--- config.mk ---
export PLATFORM = sky130hd
export DESIGN_NAME = loom_axil_reg_bridge
export DESIGN_NICKNAME = d
export VERILOG_FILES = /design/src/rtl/loom_axil_pkg.sv /design/src/rtl/loom_axil_hold_reg.sv /design/src/rtl/loom_axil_reg_bridge.sv
export SDC_FILE = /design/constraint.sdc
export NUM_CORES = 1
export LEC_CHECK = 0
export ABC_AREA = 1
export CAP_MARGIN = 20
export CORE_ASPECT_RATIO = 1.75
export CORE_MARGIN = 5
export CORE_UTILIZATION = 30
export CTS_CLUSTER_DIAMETER = 120
export DETAILED_ROUTE_END_ITERATION = 6
export GPL_TIMING_DRIVEN = 1
export PLACE_DENSITY_LB_ADDON = 0.2
export SLEW_MARGIN = 0
export SYNTH_ARGS = -nofsm -noshare
export SYNTH_HDL_FRONTEND = slang
export SYNTH_HIERARCHICAL = 1
export SYNTH_SLANG_ARGS = --single-unit
--- constraint.sdc ---
create_clock -name clk_i -period 8.75 [get_ports clk_i]
set_clock_uncertainty 0.2 [all_clocks]
set_input_delay 1.3125 -clock clk_i [delete_from_list [all_inputs] [get_ports clk_i]]
set_output_delay 1.3125 -clock clk_i [all_outputs]
set_load 0.01 [all_outputs]
--- src/rtl/loom_axil_pkg.sv ---
// Shared response codes, timeout fill pattern and FSM state encoding for the
// AXI-Lite to register-bus bridge.
package loom_axil_pkg;

   localparam logic [1:0]  RESP_OKAY     = 2'b00;
   localparam logic [1:0]  RESP_SLVERR   = 2'b10;
   localparam logic [31:0] TIMEOUT_RDATA = 32'hDEAD_BEEF;

   typedef enum logic [2:0] {
      ST_IDLE    = 3'd0,
      ST_RD_ACC  = 3'd1,
      ST_WR_ACC  = 3'd2,
      ST_RD_RESP = 3'd3,
      ST_WR_RESP = 3'd4
   } state_e;

   function automatic logic is_misaligned(input logic [1:0] addr_lsb);
      return (addr_lsb != 2'b00);
   endfunction

endpackage

--- src/rtl/loom_axil_hold_reg.sv ---
// One-deep AXI-Lite channel holding register; ready is the registered
// complement of full, so it stays low through reset.
module loom_axil_hold_reg
   import loom_axil_pkg::*;
#(
   parameter int WIDTH = 16
) (
   input  logic             clk_i,
   input  logic             rst_i,
   input  logic             valid_i,
   input  logic [WIDTH-1:0] data_i,
   output logic             ready_o,
   input  logic             clr_i,
   output logic             full_o,
   output logic [WIDTH-1:0] data_o
);

   logic             full_r;
   logic             ready_r;
   logic [WIDTH-1:0] data_r;
   logic             hs_s;

   assign hs_s    = valid_i & ready_r;
   assign ready_o = ready_r;
   assign full_o  = full_r;
   assign data_o  = data_r;

   // Capture on handshake, empty on grant; ready tracks !full.
   always_ff @(posedge clk_i or posedge rst_i) begin
      if (rst_i) begin
         full_r  <= 1'b0;
         ready_r <= 1'b0;
         data_r  <= '0;
      end else if (clr_i) begin
         full_r  <= 1'b0;
         ready_r <= 1'b1;
      end else if (hs_s) begin
         full_r  <= 1'b1;
         ready_r <= 1'b0;
         data_r  <= data_i;
      end else begin
         ready_r <= ~full_r;
      end
   end

endmodule

--- src/rtl/loom_axil_reg_bridge.sv ---
// Terminates an AXI-Lite master port and turns each read or write into a single
// outstanding register-bus access, with SLVERR on misalignment, error or timeout.
module loom_axil_reg_bridge
   import loom_axil_pkg::*;
#(
   parameter int ADDR_WIDTH     = 16,
   parameter int TIMEOUT_CYCLES = 256
) (
   input  logic                  clk_i,
   input  logic                  rst_i,
   input  logic [ADDR_WIDTH-1:0] s_axil_araddr_i,
   input  logic                  s_axil_arvalid_i,
   output logic                  s_axil_arready_o,
   output logic [31:0]           s_axil_rdata_o,
   output logic [1:0]            s_axil_rresp_o,
   output logic                  s_axil_rvalid_o,
   input  logic                  s_axil_rready_i,
   input  logic [ADDR_WIDTH-1:0] s_axil_awaddr_i,
   input  logic                  s_axil_awvalid_i,
   output logic                  s_axil_awready_o,
   input  logic [31:0]           s_axil_wdata_i,
   input  logic                  s_axil_wvalid_i,
   output logic                  s_axil_wready_o,
   output logic [1:0]            s_axil_bresp_o,
   output logic                  s_axil_bvalid_o,
   input  logic                  s_axil_bready_i,
   output logic                  reg_req_o,
   output logic                  reg_we_o,
   output logic [ADDR_WIDTH-1:0] reg_addr_o,
   output logic [31:0]           reg_wdata_o,
   input  logic [31:0]           reg_rdata_i,
   input  logic                  reg_error_i,
   input  logic                  reg_ready_i
);

   localparam int             CNT_W     = (TIMEOUT_CYCLES > 1) ? $clog2(TIMEOUT_CYCLES + 1) : 1;
   localparam logic [CNT_W-1:0] CNT_LIMIT = CNT_W'(TIMEOUT_CYCLES);
   localparam logic           TO_EN     = (TIMEOUT_CYCLES > 32'sd0);

   state_e                  state_r;
   logic                    prefer_rd_r;
   logic [CNT_W-1:0]        cnt_r;
   logic [CNT_W-1:0]        cnt_inc_s;
   logic                    timeout_s;
   logic                    rvalid_r, bvalid_r, req_r, we_r;
   logic [31:0]             rdata_r, wdata_r;
   logic [1:0]              rresp_r, bresp_r;
   logic [ADDR_WIDTH-1:0]   addr_r;
   logic                    ar_full_s, aw_full_s, w_full_s;
   logic [ADDR_WIDTH-1:0]   ar_addr_s, aw_addr_s;
   logic [31:0]             w_data_s;
   logic                    rd_pend_s, wr_pend_s, contend_s;
   logic                    grant_rd_s, grant_wr_s;

   loom_axil_hold_reg #(.WIDTH(ADDR_WIDTH)) u_ar (
      .clk_i(clk_i), .rst_i(rst_i), .valid_i(s_axil_arvalid_i), .data_i(s_axil_araddr_i),
      .ready_o(s_axil_arready_o), .clr_i(grant_rd_s), .full_o(ar_full_s), .data_o(ar_addr_s));

   loom_axil_hold_reg #(.WIDTH(ADDR_WIDTH)) u_aw (
      .clk_i(clk_i), .rst_i(rst_i), .valid_i(s_axil_awvalid_i), .data_i(s_axil_awaddr_i),
      .ready_o(s_axil_awready_o), .clr_i(grant_wr_s), .full_o(aw_full_s), .data_o(aw_addr_s));

   loom_axil_hold_reg #(.WIDTH(32)) u_w (
      .clk_i(clk_i), .rst_i(rst_i), .valid_i(s_axil_wvalid_i), .data_i(s_axil_wdata_i),
      .ready_o(s_axil_wready_o), .clr_i(grant_wr_s), .full_o(w_full_s), .data_o(w_data_s));

   assign rd_pend_s = ar_full_s;
   assign wr_pend_s = aw_full_s & w_full_s;
   assign contend_s = rd_pend_s & wr_pend_s;
   assign cnt_inc_s = cnt_r + CNT_W'(1'b1);
   assign timeout_s = TO_EN && (cnt_inc_s == CNT_LIMIT);

   assign s_axil_rvalid_o = rvalid_r;
   assign s_axil_rdata_o  = rdata_r;
   assign s_axil_rresp_o  = rresp_r;
   assign s_axil_bvalid_o = bvalid_r;
   assign s_axil_bresp_o  = bresp_r;
   assign reg_req_o       = req_r;
   assign reg_we_o        = we_r;
   assign reg_addr_o      = addr_r;
   assign reg_wdata_o     = wdata_r;

   // Arbitration in IDLE; the round-robin pointer only decides contended grants.
   always_comb begin
      grant_rd_s = 1'b0;
      grant_wr_s = 1'b0;
      if (state_r == ST_IDLE) begin
         if (rd_pend_s && (!wr_pend_s || prefer_rd_r)) begin
            grant_rd_s = 1'b1;
         end else if (wr_pend_s) begin
            grant_wr_s = 1'b1;
         end else begin
            grant_rd_s = 1'b0;
            grant_wr_s = 1'b0;
         end
      end else begin
         grant_rd_s = 1'b0;
         grant_wr_s = 1'b0;
      end
   end

   // Access sequencer: grant, register access with timeout, AXI response.
   always_ff @(posedge clk_i or posedge rst_i) begin
      if (rst_i) begin
         state_r     <= ST_IDLE;
         prefer_rd_r <= 1'b1;
         cnt_r       <= '0;
         rvalid_r    <= 1'b0;
         bvalid_r    <= 1'b0;
         req_r       <= 1'b0;
         we_r        <= 1'b0;
         rdata_r     <= 32'h0000_0000;
         wdata_r     <= 32'h0000_0000;
         rresp_r     <= RESP_OKAY;
         bresp_r     <= RESP_OKAY;
         addr_r      <= '0;
      end else begin
         case (state_r)
            ST_IDLE: begin
               if (grant_rd_s) begin
                  if (contend_s) prefer_rd_r <= 1'b0;
                  if (is_misaligned(ar_addr_s[1:0])) begin
                     state_r  <= ST_RD_RESP;
                     rvalid_r <= 1'b1;
                     rresp_r  <= RESP_SLVERR;
                     rdata_r  <= 32'h0000_0000;
                  end else begin
                     state_r <= ST_RD_ACC;
                     req_r   <= 1'b1;
                     we_r    <= 1'b0;
                     addr_r  <= ar_addr_s;
                     wdata_r <= 32'h0000_0000;
                  end
               end else if (grant_wr_s) begin
                  if (contend_s) prefer_rd_r <= 1'b1;
                  if (is_misaligned(aw_addr_s[1:0])) begin
                     state_r  <= ST_WR_RESP;
                     bvalid_r <= 1'b1;
                     bresp_r  <= RESP_SLVERR;
                  end else begin
                     state_r <= ST_WR_ACC;
                     req_r   <= 1'b1;
                     we_r    <= 1'b1;
                     addr_r  <= aw_addr_s;
                     wdata_r <= w_data_s;
                  end
               end else begin
                  state_r <= ST_IDLE;
               end
            end
            ST_RD_ACC: begin
               if (reg_ready_i || timeout_s) begin
                  state_r  <= ST_RD_RESP;
                  rvalid_r <= 1'b1;
                  rdata_r  <= reg_ready_i ? reg_rdata_i : TIMEOUT_RDATA;
                  rresp_r  <= (reg_ready_i && !reg_error_i) ? RESP_OKAY : RESP_SLVERR;
                  req_r    <= 1'b0;
                  addr_r   <= '0;
                  cnt_r    <= '0;
               end else if (TO_EN) begin
                  cnt_r <= cnt_inc_s;
               end else begin
                  cnt_r <= '0;
               end
            end
            ST_WR_ACC: begin
               if (reg_ready_i || timeout_s) begin
                  state_r  <= ST_WR_RESP;
                  bvalid_r <= 1'b1;
                  bresp_r  <= (reg_ready_i && !reg_error_i) ? RESP_OKAY : RESP_SLVERR;
                  req_r    <= 1'b0;
                  we_r     <= 1'b0;
                  addr_r   <= '0;
                  wdata_r  <= 32'h0000_0000;
                  cnt_r    <= '0;
               end else if (TO_EN) begin
                  cnt_r <= cnt_inc_s;
               end else begin
                  cnt_r <= '0;
               end
            end
            ST_RD_RESP: begin
               if (s_axil_rready_i) begin
                  state_r  <= ST_IDLE;
                  rvalid_r <= 1'b0;
                  rdata_r  <= 32'h0000_0000;
                  rresp_r  <= RESP_OKAY;
               end else begin
                  state_r <= ST_RD_RESP;
               end
            end
            ST_WR_RESP: begin
               if (s_axil_bready_i) begin
                  state_r  <= ST_IDLE;
                  bvalid_r <= 1'b0;
                  bresp_r  <= RESP_OKAY;
               end else begin
                  state_r <= ST_WR_RESP;
               end
            end
            default: begin
               state_r <= ST_IDLE;
            end
         endcase
      end
   end

endmodule

==> metrics.csv <==
stage;metric;value;unit
outcome;status;finished, final reports clean;
critical_path;crit_slowest_cell;dfrtp_1;
timing;tns;0;ps
critical_path;cp_num_buf_inv;1;
global_routing;first_global_vias;6805;
run;drv_cap;0;
yosys;syn_area;7740;um^2
placed_design;dp.cells;1378;
critical_path;crit_required;7240;ps
critical_path;path_class;register to output port;
timing;setup_viol;0;
clock_tree;cts_setup_buffers;0;
critical_path;cp-end-kind;output port;
detailed_routing;wire_per_inst;16.2;um
layout;nets;1188;
clock_tree;htreeDepth;4;
critical_path;path_cells;clkdlybuf4s50_1;
die;die_w;131;um
timing;tightestPinTransition;1010;ps
global_routing;overflow;0;
die;io_pins;196;
critical_path;cpLargestDelayFamily;flip-flops;
yosys;synthCells;917;
yosys;yosys_register_bits;169;
timing;slew_headroom;32.7;%
clock_tree;clockBufferDepth;2;
timing;drv_slew;0;
placed_design;post_dp_cell_area;9740;um^2
clock_tree;cts_hold_repair.buffers;0;
timing;period_needed;3500;ps
detailed_routing;ant_nets;0;
detailed_routing;drt_wl_total;22.8;mm
yosys;synth_seq_area_share;54.7;%
placed_design;place_congestion;0.778;
timing;finalHoldViolCount;0;
clock_tree;cts_tree;built;
layout;fin_area;10400;um^2
die;start_util;30.5;%
power;vdd_ir_drop_max;175;uV
yosys;ys_warn_count;6;
hold_path;hold_class;register to register;
clock_tree;insertion_delay;440;ps
yosys;async_flop_share;100;%
layout;final_cell_mix;341 x nand2_1, 193 x clkdlybuf4s50_1, 168 x dfrtp_1;
die;rows;77;
layout;layout_commonest_cell;nand2_1;
detailed_routing;drc;0;
yosys;synth_cell_types;33;
yosys;synth_top_flop_cell;dfrtp_1;
detailed_routing;num_vias;6615;
clock_tree;clk_pin_slew;60;ps
placed_design;hpwlAfterDp;15.8;mm
layout;fill_cells;2601;
layout;antenna_cells;0;
detailed_routing;first_iter_violations;380;
die;die_h;222;um
yosys;synth.avg_cell_area;8.44;um^2
critical_path;cp.arrival;1990;ps
critical_path;critPathMaxStageDelay;840;ps
layout;drive_above_1_share;6.76;%
critical_path;path_max_fanout;19;
yosys;synth_edf_count;0;
timing;fin_crit_sh;40.0;%
detailed_routing;via_per_inst;4.69;
timing;rsz0062_at_grt;no;
layout;fin_cells;1411;
clock_tree;clkSinkCount;169;
global_routing;antenna_found_initial;0;
layout;area_delta_synth_final;34.6;%
timing;max_freq;0.286;GHz
power;cellLeakagePower;5.13;nW
placed_design;port_buffers;193;
detailed_routing;firstDrtPassIters;4;
critical_path;cp-start-kind;register;
global_routing;grt_pass1_wl;36.7;mm
global_routing;grtUsageTotal;15.7;%
global_routing;grt_max_degree;68;
clock_tree;cts.root.buffer_cell;clkbuf_16;
power;p_per_area;361;nW/um^2
clock_tree;cts-resized-gates;0;
power;total_power;3.77;mW
die;dieArea;29200;um^2
die;coreArea;25300;um^2
clock_tree;cts-buffers-inserted;17;
synthesized netlist by cell type, types with 2 or more instances:
library cell  instances  area share [%]
buf_4                21             2.0
nand3_4               6             1.4
nand4_1              64             5.2
buf_2                10            0.65
inv_1                37             1.8
inv_2                 6            0.29
nand3_1              82             5.3
nor2_1               97             4.7
clkbuf_1             13            0.63
dfrtp_1             168              54
nand3_2               3            0.39
o21ai_0              20             1.3
a21oi_1               4            0.26
buf_6                12             1.7
nor2_4                2            0.29
nand2_1             341              17
nor2_2                4            0.32
nand2_2               6            0.49
o22ai_1               6            0.49
nand2_4               2            0.29
flip-flops by register name, indices dropped and copies added (netlist names), 3 cells and up:
signal and count:
reg_wdata_o 32, s_axil_rdata_o 32, u_w/data_o 32, reg_addr_o 16, u_ar/data_o 16, u_aw/data_o 16, cnt_r 9, state_r 3
report_power, final:
part | internal (mW) | leakage (nW) | switching [mW] | total, mW
registers | 1.11 | 2.19 | 0.204 | 1.31
clock network | 0.530 | 0.327 | 0.321 | 0.851
logic | 0.621 | 2.61 | 0.980 | 1.60
total | 2.26 | 5.13 | 1.50 | 3.77
layer usage:
| metal | share of wire, % | global-route usage [%] | vias to the layer above |
|---|---|---|---|
| met4 | 1.8 | 5.35 | 0 |
| li1 | - | - | 3291 |
| met2 | 54 | 28.7 | 152 |
| met3 | 5.1 | 4.30 | 22 |
| met1 | 39 | 17.3 | 3150 |
| met5 | 0 | 0 | - |
worst reg2reg max path, cell delays in order (launching register included):
cell and delay, ps:
dfrtp_1 460, nor2_2 200, nand2_1 570, nand2_2 460, nand3_4 320, nand2_2 440, inv_1 110, nor2_1 90
cells by family after synthesis:
logic type,share of synthesized area (%)
other,0.0485
flip-flops,54.7
AO/OA/AOI/OAI,2.52
adder cells (fa/ha/maj),0.162
buffers and inverters,7.15
AND/OR/NAND/NOR,35.2
XOR/XNOR,0.226
final cells by class:
type / instances / area, um^2 / area share (%)
inverter: 43 / 164 / 1.57
timing repair buffer: 201 / 2000 / 19.2
multi-input combinational: 650 / 2970 / 28.5
clock buffer: 21 / 470 / 4.52
sequential: 169 / 4230 / 40.6
tap: 316 / 395 / 3.80
clock inverter: 11 / 191 / 1.84
final timing paths:
kind,from,end,slack [ps],depth (start not counted)
worst max-delay path,u_ar/ready_o,s_axil_arready_o,5250,1
worst min-delay path,u_aw/data_o[10],u_aw/data_o[10],260,2
worst max register to register,state_r[1],reg_addr_o[1],5830,7
worst min register to register,u_aw/data_o[10],u_aw/data_o[10],260,2
max in group asynchronous,rst_i,s_axil_rdata_o[17],5960,3
min in group asynchronous,rst_i,reg_wdata_o[9],1120,2
per-stage QoR:
step	utilization [%]	setup WS [ps]	hold slack [ps]
after detailed placement	38.4	4840	253
after CTS	41.0	5220	269
after floorplan	-	4650	237
final	41.1	5250	262
after global routing	41.1	5110	286
after global placement	38.4	4870	251
Note: power is estimated with default switching activity, not from simulation.
